## config.mk

```make
export PLATFORM = sky130hd
export DESIGN_NAME = mem_wb_stage
export DESIGN_NICKNAME = d
export VERILOG_FILES = /design/src/rtl/mips_pkg.sv /design/src/rtl/load_align.sv /design/src/rtl/mem_wb_stage.sv
export SDC_FILE = /design/constraint.sdc
export NUM_CORES = 1
export LEC_CHECK = 0
export BUFFER_PORTS_ARGS = -buffer_cell sky130_fd_sc_hd__buf_4
export CAP_MARGIN = 20
export CORE_MARGIN = 2
export CORE_UTILIZATION = 44
export CTS_BUF_LIST = sky130_fd_sc_hd__clkbuf_2
export DETAILED_ROUTE_END_ITERATION = 10
export PLACE_DENSITY = 0.88
export SLEW_MARGIN = 10
export SYNTH_ARGS = -nofsm -noshare
export SYNTH_HDL_FRONTEND = slang
export SYNTH_SLANG_ARGS = --single-unit
```

## constraint.sdc

```tcl
create_clock -name clk -period 3.2 [get_ports clk]
set_input_delay 0.16 -clock clk [delete_from_list [all_inputs] [get_ports clk]]
set_output_delay 0.16 -clock clk [all_outputs]
set_load 0.03 [all_outputs]
```

## src/rtl/mips_pkg.sv

```systemverilog
// mips_pkg: shared load-type encodings, writeback state enum and helpers.
// Revision 1.0
`default_nettype none

package mips_pkg;

  localparam int RN_W = 5;

  localparam logic [2:0] LD_NONE = 3'd0;
  localparam logic [2:0] LD_LW   = 3'd1;
  localparam logic [2:0] LD_LH   = 3'd2;
  localparam logic [2:0] LD_LHU  = 3'd3;
  localparam logic [2:0] LD_LB   = 3'd4;
  localparam logic [2:0] LD_LBU  = 3'd5;

  typedef enum logic [1:0] {
    ST_EMPTY   = 2'd0,
    ST_WAIT_LD = 2'd1,
    ST_READY   = 2'd2
  } wb_state_e;

  function automatic logic is_load(input logic [2:0] ldtype);
    return (ldtype >= LD_LW) && (ldtype <= LD_LBU);
  endfunction

  function automatic logic is_misaligned(input logic [2:0] ldtype, input logic [1:0] addr_lo);
    return ((ldtype == LD_LW) && (addr_lo != 2'd0)) ||
           (((ldtype == LD_LH) || (ldtype == LD_LHU)) && addr_lo[0]);
  endfunction

endpackage

`default_nettype wire

```

## src/rtl/load_align.sv

```systemverilog
// load_align: selects and extends the addressed word/halfword/byte of a read word.
// Revision 1.0
`default_nettype none

module load_align
  import mips_pkg::*;
(
  input  logic [2:0]  ldtype,
  input  logic [1:0]  addr_lo,
  input  logic [31:0] rdata,
  output logic [31:0] data
);

  logic [15:0] half;
  logic [7:0]  bsel;

  always_comb begin
    half = addr_lo[1] ? rdata[31:16] : rdata[15:0];
    case (addr_lo)
      2'd0:    bsel = rdata[7:0];
      2'd1:    bsel = rdata[15:8];
      2'd2:    bsel = rdata[23:16];
      default: bsel = rdata[31:24];
    endcase
    case (ldtype)
      LD_LH:   data = {{16{half[15]}}, half};
      LD_LHU:  data = {16'h0000, half};
      LD_LB:   data = {{24{bsel[7]}}, bsel};
      LD_LBU:  data = {24'h000000, bsel};
      default: data = rdata;
    endcase
  end

endmodule

`default_nettype wire

```

## src/rtl/mem_wb_stage.sv

```systemverilog
// mem_wb_stage: MEM->WB register with load wait, alignment check and forwarding.
// Optional load timeout enabled by defining WB_LOAD_TIMEOUT_EN. Revision 1.0
`default_nettype none

module mem_wb_stage
  import mips_pkg::*;
#(
  parameter int TIMEOUT_CYC = 255
) (
  input  logic            clk,
  input  logic            clrn,
  input  logic            m_valid,
  output logic            m_ready,
  input  logic            m_wreg,
  input  logic [RN_W-1:0] m_rn,
  input  logic [31:0]     m_alu,
  input  logic [2:0]      m_ldtype,
  input  logic [1:0]      m_addr_lo,
  input  logic            flush,
  input  logic [31:0]     dmem_rdata,
  input  logic            dmem_rvalid,
  output logic [RN_W-1:0] wn,
  output logic [31:0]     d,
  output logic            we,
  output logic            fwd_valid,
  output logic [RN_W-1:0] fwd_rn,
  output logic [31:0]     fwd_data,
  output logic            ld_pending,
  output logic [RN_W-1:0] ld_pending_rn,
  output logic            misalign,
  output logic            ld_timeout
);

  if ((TIMEOUT_CYC < 1) || (TIMEOUT_CYC > 255)) begin : g_timeout_range_chk
    $error("mem_wb_stage: TIMEOUT_CYC must be in 1..255");
  end

  wb_state_e       state_q, state_d;
  logic            wreg_q, wreg_d;
  logic [RN_W-1:0] rn_q, rn_d;
  logic [31:0]     result_q, result_d;
  logic [2:0]      ldtype_q, ldtype_d;
  logic [1:0]      addr_lo_q, addr_lo_d;
  logic            misalign_q, misalign_d;
  logic            ld_timeout_q, ld_timeout_d;
  logic [31:0]     ld_data;
  logic            accept;
  logic            mis_in;

`ifdef WB_LOAD_TIMEOUT_EN
  localparam logic [7:0] CNT_LAST = 8'(TIMEOUT_CYC - 1);
  logic [7:0] cnt_q, cnt_d;
`endif

  load_align u_load_align (
    .ldtype  (ldtype_q),
    .addr_lo (addr_lo_q),
    .rdata   (dmem_rdata),
    .data    (ld_data)
  );

  assign m_ready = !flush && (state_q != ST_WAIT_LD);
  assign accept  = m_valid && m_ready;
  assign mis_in  = is_misaligned(m_ldtype, m_addr_lo);

  always_comb begin
    state_d      = state_q;
    wreg_d       = wreg_q;
    rn_d         = rn_q;
    result_d     = result_q;
    ldtype_d     = ldtype_q;
    addr_lo_d    = addr_lo_q;
    misalign_d   = 1'b0;
    ld_timeout_d = 1'b0;
`ifdef WB_LOAD_TIMEOUT_EN
    cnt_d        = cnt_q;
`endif
    case (state_q)
      ST_WAIT_LD: begin
        // flush squashes the load even if the data arrives in the same cycle
        if (flush) begin
          state_d = ST_EMPTY;
        end else if (dmem_rvalid) begin
          state_d  = ST_READY;
          result_d = ld_data;
`ifdef WB_LOAD_TIMEOUT_EN
        end else if (cnt_q == CNT_LAST) begin
          state_d      = ST_EMPTY;
          ld_timeout_d = 1'b1;
        end else begin
          cnt_d = cnt_q + 8'd1;
`endif
        end
      end
      default: begin
        if (accept) begin
          wreg_d     = m_wreg && !mis_in;
          rn_d       = m_rn;
          result_d   = m_alu;
          ldtype_d   = m_ldtype;
          addr_lo_d  = m_addr_lo;
          misalign_d = mis_in;
          state_d    = (is_load(m_ldtype) && !mis_in) ? ST_WAIT_LD : ST_READY;
`ifdef WB_LOAD_TIMEOUT_EN
          cnt_d      = 8'd0;
`endif
        end else begin
          state_d = ST_EMPTY;
        end
      end
    endcase
  end

  always_ff @(posedge clk or negedge clrn) begin
    if (!clrn) begin
      state_q      <= ST_EMPTY;
      wreg_q       <= 1'b0;
      rn_q         <= '0;
      result_q     <= 32'd0;
      ldtype_q     <= LD_NONE;
      addr_lo_q    <= 2'd0;
      misalign_q   <= 1'b0;
      ld_timeout_q <= 1'b0;
    end else begin
      state_q      <= state_d;
      wreg_q       <= wreg_d;
      rn_q         <= rn_d;
      result_q     <= result_d;
      ldtype_q     <= ldtype_d;
      addr_lo_q    <= addr_lo_d;
      misalign_q   <= misalign_d;
      ld_timeout_q <= ld_timeout_d;
    end
  end

`ifdef WB_LOAD_TIMEOUT_EN
  always_ff @(posedge clk or negedge clrn) begin
    if (!clrn) cnt_q <= 8'd0;
    else       cnt_q <= cnt_d;
  end
  assign ld_timeout = ld_timeout_q;
`else
  assign ld_timeout = 1'b0;
`endif

  assign we            = (state_q == ST_READY) && wreg_q && (rn_q != '0);
  assign wn            = rn_q;
  assign d             = result_q;
  assign fwd_valid     = we;
  assign fwd_rn        = wn;
  assign fwd_data      = d;
  assign ld_pending    = (state_q == ST_WAIT_LD) && wreg_q && (rn_q != '0);
  assign ld_pending_rn = rn_q;
  assign misalign      = misalign_q;

endmodule

`default_nettype wire

```

Yosys cells after proc, flatten, opt, wreduce, memory -nomap -nowiden
Cells that the tools add are included.
{"block": "word_totals", "ff_bits": 46, "wordCells": 60, "output_inout_bits": 85}
{"block": "classes", "bitwise": 1, "order_cmp": 2, "n_reduce_logical": 21, "n_eq_ne": 15, "n_mux": 14}
{"operator": "2-to-1 mux 32 bit", "n": 4}
{"operator": "case mux 32 bit (4 select lines)", "n": 1}
{"operator": "case mux 8 bit (3 select lines)", "n": 1}
{"operator": "2-to-1 mux 16 bit", "n": 1}
{"operator": "== test 3 x 2 -> 1 bit, second input constant", "n": 4}
{"operator": "logical AND 1 bit", "n": 11}
{"operator": "2-to-1 mux 2 bit", "n": 5}
{"operator": "== test 3 bit, second input constant", "n": 2}
{"operator": "nonzero test 5 bit", "n": 1}
{"operator": "== test 2 x 1 -> 1 bit, second input constant", "n": 2}
{"operator": "== test 2 bit, second input constant", "n": 2}
{"operator": "!= test 2 bit, second input constant", "n": 2}
{"operator": "nonzero test 2 bit", "n": 2}
{"operator": "== test 3 x 1 -> 1 bit, second input constant", "n": 1}
{"operator": "greater-or-equal comparator 3 x 1 -> 1 bit, second input constant", "n": 1}
{"operator": "less-or-equal comparator 3 bit, second input constant", "n": 1}
{"operator": "!= test 3 bit, second input constant", "n": 1}
{"operator": "AND reduction 3 bit", "n": 1}
{"operator": "zero test 1 bit", "n": 2}
{"operator": "zero test 2 bit", "n": 1}
{"operator": "logical OR 1 bit", "n": 2}
{"operator": "2-to-1 mux 1 bit", "n": 2}
{"operator": "!= test 2 x 1 -> 1 bit, second input constant", "n": 1}
{"operator": "AND reduction 2 bit", "n": 1}
{"operator": "inverter 1 bit", "n": 1}

Logic depth before layout (Yosys ltp)
{"block": "logic_depth", "word_depth": 9, "ltp_mapped": 7, "mapped_depth_nobuf": 4}

Modules after synthesis
From an unflattened synthesis, not the netlist that was laid out.
{"block": "unflattened", "cells_unflattened": 328, "hier_area_um2": 3669.8}
{"module": "mem_wb_stage", "n_inst": 1, "area_per_inst_um2": 2651.3, "cells_per_inst": 200, "seq_area_each_um2": 1151.1}
{"module": "load_align", "n_inst": 1, "area_per_inst_um2": 1018.5, "cells_per_inst": 128, "seq_area_each_um2": 0.0}

Worst setup path after synthesis
Ideal clock, no wire load.
{"block": "synth_path", "path_type": "register to output", "start": "reg rn_q[1], in the netlist fwd_rn[1]", "end": "out we", "arrival_time_ns": 1.907, "stages_incl_launch_ff": 5, "setup_slack_ns": 1.133, "path_buffers": 1, "required_time_ns": 3.040, "path_cell_list": "dfrtp_1 or4_1 o21ai_0 nor3b_1 buf_4"}
{"block": "synth_between", "elab_chain_len": 2}
{"element": "from (decl)", "line": "mem_wb_stage.sv:40", "text": "logic [RN_W-1:0] rn_q, rn_d;"}
{"element": "from (signal assigned)", "line": "mem_wb_stage.sv:127", "text": "rn_q <= rn_d;"}
{"element": "nonzero test 5 bit", "line": "mem_wb_stage.sv:146", "text": "assign we = (state_q == ST_READY) && wreg_q && (rn_q != '0);"}
{"element": "logical AND 1 bit", "line": "mem_wb_stage.sv:146"}
{"element": "to (decl)", "line": "mem_wb_stage.sv:24", "text": "output logic we,"}
No other way between the ends.

Worst setup path in the final report
{"block": "layout_path", "start": "reg addr_lo_q[1]", "end": "reg result_q[30], in the netlist d[30]"}
{"block": "layout_between", "elab_chain_len": 6, "elab_cells_between_ends": 9}
{"element": "from (decl)", "line": "mem_wb_stage.sv:43", "text": "logic [1:0] addr_lo_q, addr_lo_d;"}
{"element": "from (signal assigned)", "line": "mem_wb_stage.sv:130", "text": "addr_lo_q <= addr_lo_d;"}
{"element": "== test 2 bit, or another cell as far along", "line": "load_align.sv:19", "text": "case (addr_lo)"}
{"element": "case mux 8 bit (3 select lines)", "line": "load_align.sv:19"}
{"element": "case mux 32 bit (4 select lines) *", "line": "load_align.sv:25", "text": "case (ldtype)"}
{"element": "2-to-1 mux 32 bit *", "line": "mem_wb_stage.sv:83", "text": "end else if (dmem_rvalid) begin"}
{"element": "2-to-1 mux 32 bit *", "line": "mem_wb_stage.sv:81", "text": "if (flush) begin"}
{"element": "2-to-1 mux 32 bit *", "line": "mem_wb_stage.sv:78", "text": "case (state_q)"}
{"element": "to (signal assigned)", "line": "mem_wb_stage.sv:128", "text": "result_q <= result_d;"}
{"element": "to (decl)", "line": "mem_wb_stage.sv:41", "text": "logic [31:0] result_q, result_d;"}
Every way passes the cells marked *; elsewhere a longest branch is shown, timed or not. The select of a mux whose other input is x is not followed.
A chain may end at the register's enable or synchronous reset.

==> impl_metrics.json <==
{
  "synth_top_cells_by_area": "sky130_fd_sc_hd__dfrtp_1 (35%), sky130_fd_sc_hd__buf_4 (10%), sky130_fd_sc_hd__nand2_1 (5.9%)",
  "source_to_sink_clock_delay_at_the_later_pin_of_the_worst_skew_pair_ns": 0.45,
  "final_min_period_over_clock_period_pct": 94.87,
  "ys.flop_type": "sky130_fd_sc_hd__dfrtp_1",
  "area_fraction_of_the_dominant_cell_type_after_synthesis_pct": 34.95,
  "synthToLayoutAreaGrowth_pct": 39.02,
  "power.leakage_uw": 0.002136,
  "max_freq_mhz": 329.4,
  "highest_net_fanout_along_the_worst_path": 19,
  "async_flop_share_pct": 100.0,
  "clock_tree.root_cell": "sky130_fd_sc_hd__clkbuf_2",
  "grt_pass1_wl_um": 16420,
  "classification_of_the_worst_slack_hold_path": "input port to flop",
  "via_per_instance_ratio": 5.514,
  "drt_first_iter_violations": 304,
  "cp_peak_stage_delay_ns": 0.86,
  "core_region_area_um2": 7253,
  "htree_levels": 2,
  "finalWorstPathRequiredPeriod_ns": 3.036,
  "fp.dieArea_um2": 8192,
  "ys_seq_area_share_pct": 34.95,
  "netlist.top_cell.by_area": "sky130_fd_sc_hd__dfrtp_1",
  "finalNonFillerCells": 626,
  "slew_viol_final": 0,
  "pwr-share-seq_pct": 34.3,
  "synth.most_common_cell": "sky130_fd_sc_hd__nand2_1",
  "max-clock-path-buffers": 2,
  "peakVddDrop_mv": 0.2317,
  "wl_cell_um": 16.62,
  "globalRoute.totalOverflow": 0,
  "worst_path_dominant_cell_family": "compound AO/OA/AOI/OAI gates",
  "clk_pin_slew_ns": 0.26,
  "final_core_utilization_pct": 63.12,
  "count_of_buffers_added_by_post_cts_timing_repair_for_setup": 0,
  "combinationalPowerShare_pct": 51.1,
  "route.antenna.remaining_nets": 0,
  "worst_setup_path_end_kind": "flop",
  "synth.net_count": 468,
  "die_h_um": 90.51,
  "tightest_slew_ns": 0.9818,
  "postRouteWirelength_um": 10400,
  "netSwitchingPower_uw": 1053,
  "finalHoldWorstSlack_ns": -0.005651,
  "grt_max_degree": 47,
  "buffers_on_ports": 163,
  "average_instance_area_after_synthesis_um2": 8.488,
  "skew_ns": 0.02032,
  "crit_slowest_cell": "sky130_fd_sc_hd__dfrtp_1",
  "timing.setup.critical_path_class": "flop to flop",
  "cts_repair_resize_count": 0,
  "numClockSinks": 46,
  "drt_first_pass_iters": 5,
  "failed_checks": "hold timing",
  "starting_density_of_the_core_pct": 45.40,
  "num-fill-cells": 605,
  "ant_cells": 0,
  "hold_viol_final": 1,
  "remaining_routing_drc_violations": 0,
  "worstSetupStartpointType": "flop",
  "slew_headroom_pct": 34.55,
  "vias_in_the_first_global_route": 3288,
  "critical_path.cell_chain": "mux2i_4 -> o22ai_2 -> a21oi_2 -> a211oi_2 -> dlygate4sd3_1",
  "io-pin-count": 165,
  "p_per_area_nw_per_um2": 511.8,
  "cts-hold-fix-buffers": 30,
  "setup_viol": 0,
  "synth.ff_latch_count": 46,
  "number_of_antenna_violations_at_the_first_check_in_global_routing": 0,
  "power_switching_share_pct": 44.94,
  "netlist_top_cells_count": "sky130_fd_sc_hd__nand2_1 (52), sky130_fd_sc_hd__buf_4 (46), sky130_fd_sc_hd__dfrtp_1 (46), sky130_fd_sc_hd__nor2_1 (30), sky130_fd_sc_hd__nor3_1 (27)",
  "worst-path-buf-inv": 1,
  "final_layout_size_suffix_gt1_share_pct": 38.14,
  "yosysUniqueCellTypes": 49,
  "placed_cells_incl_taps": 586,
  "setup_repair_after_global_routing_missed_its_margin": "no",
  "vias": 3452,
  "worst_ep_arrival_time_ns": 3.40,
  "yosysWarningCount": 0,
  "power.clock.fraction_pct": 14.6,
  "tritoncts": "yes",
  "syn-instance-count": 388,
  "required_worst_endpoint_ns": 3.56,
  "final.setup.tns_ns": 0,
  "drv_cap": 0,
  "dp.final_hpwl_um": 7425,
  "synth_area_um2": 3293,
  "status": "finished with violations",
  "internal_power_uw": 1290,
  "die_width_um": 90.51,
  "rows": 31,
  "synth_edf_count": 0,
  "finish.net_count": 606,
  "gp_routability_congestion": 0.8819,
  "groute.usage.overall_pct": 24.51,
  "numCtsBuffers": 5
}
-- routing by layer --
metal,track usage [%],share of wire (%),up-vias
met3,4.090,7.7,21
li1,-,-,1611
met4,8.718,2.1,0
met5,0,0,-
met2,41.60,50,183
met1,31.47,40,1637
-- stage by stage --
step / hold WS (ns) / total power, uW / cell area (um^2) / setup WS [ns]
final: -0.005651 / 2343 / 4578 / 0.1640
after global routing: 0.003028 / 2447 / 4578 / 0.02973
after CTS: 0.001990 / 2332 / 4558 / 0.1966
after detailed placement: 0.2050 / 1965 / 4189 / 0.7730
after global placement: 0.1908 / 1938 / 4189 / 0.9090
after floorplan: -0.1356 / 1644 / 3293 / 1.133
-- cell type report --
class / count / area [um^2] / area share (%)
clock buffer: 5 / 25.02 / 0.5466
clock inverter: 3 / 43.79 / 0.9565
inverter: 4 / 15.01 / 0.3280
multi-input combinational: 269 / 1638 / 35.77
sequential: 46 / 1151 / 25.14
tap: 99 / 123.9 / 2.706
timing repair buffer: 200 / 1582 / 34.55
-- path summary, 6_finish.rpt --
| check | startpoint | to | slack (ns) | cells after the start |
|---|---|---|---|---|
| setup reg to reg | addr_lo_q[1]$_DFFE_PN0P_ | d[30]$_DFFE_PN0P_ | 0.16 | 5 |
| setup / recovery | addr_lo_q[1]$_DFFE_PN0P_ | d[30]$_DFFE_PN0P_ | 0.16 | 5 |
| hold / removal | m_alu[2] | d[2]$_DFFE_PN0P_ | -0.006 | 3 |
| hold reg to reg | wreg_q$_DFFE_PN0P_ | wreg_q$_DFFE_PN0P_ | 0.51 | 2 |
| min in group asynchronous | clrn | fwd_rn[1]$_DFFE_PN0P_ | 0.22 | 2 |
| max in group asynchronous | clrn | d[4]$_DFFE_PN0P_ | 2.55 | 2 |
-- power groups by stage --
stage,registers [uW],clock network [uW],logic (uW)
after floorplan,927,0,717
after global placement,805,0,1130
after detailed placement,810,0,1160
after CTS,800,344,1190
after global routing,821,364,1260
final,803,343,1200
-- tightest hold or removal path, cell delays in order --
cell                     delay (ns)
sky130_fd_sc_hd__buf_4         0.08
sky130_fd_sc_hd__nor3_1        0.04
sky130_fd_sc_hd__nor3_1        0.12
-- flip-flops by register name (all words and copies together), names as in the netlist --
signal	flops
fwd_rn	5
addr_lo_q	2
ldtype_q	3
d	32
wreg_q	1
misalign	1
state_q	2
-- cell families (layout without fill, tap and decap cells) --
| group | count (synthesis) | in the layout | share of synthesized area [%] |
|---|---|---|---|
| other | 1 | 1 | 0.1139 |
| buffers and inverters | 73 | 212 | 15.39 |
| multiplexers | 9 | 9 | 3.191 |
| AND/OR/NAND/NOR | 158 | 158 | 23.33 |
| XOR/XNOR | 1 | 1 | 0.8360 |
| AO/OA/AOI/OAI | 100 | 100 | 22.19 |
| flip-flops | 46 | 46 | 34.95 |
-- layout by cell type (no fill, tap or decap), types with 6 or more instances in the layout --
| cell type | instances |
|---|---|
| sky130_fd_sc_hd__buf_4 | 168 |
| sky130_fd_sc_hd__a2111oi_0 | 6 |
| sky130_fd_sc_hd__dfrtp_1 | 46 |
| sky130_fd_sc_hd__nand2_1 | 52 |
| sky130_fd_sc_hd__dlygate4sd3_1 | 32 |
| sky130_fd_sc_hd__mux2i_1 | 6 |
| sky130_fd_sc_hd__o21ai_0 | 12 |
| sky130_fd_sc_hd__nor3_1 | 27 |
| sky130_fd_sc_hd__a211oi_2 | 10 |
| sky130_fd_sc_hd__o21ai_1 | 6 |
| sky130_fd_sc_hd__nor2_1 | 30 |
| sky130_fd_sc_hd__o22ai_1 | 8 |
| sky130_fd_sc_hd__o22a_1 | 7 |
| sky130_fd_sc_hd__a21oi_1 | 26 |
| sky130_fd_sc_hd__and3_1 | 9 |
| sky130_fd_sc_hd__a211oi_1 | 11 |
| sky130_fd_sc_hd__nand2b_1 | 15 |
Note: power is estimated with default switching activity, not from simulation.
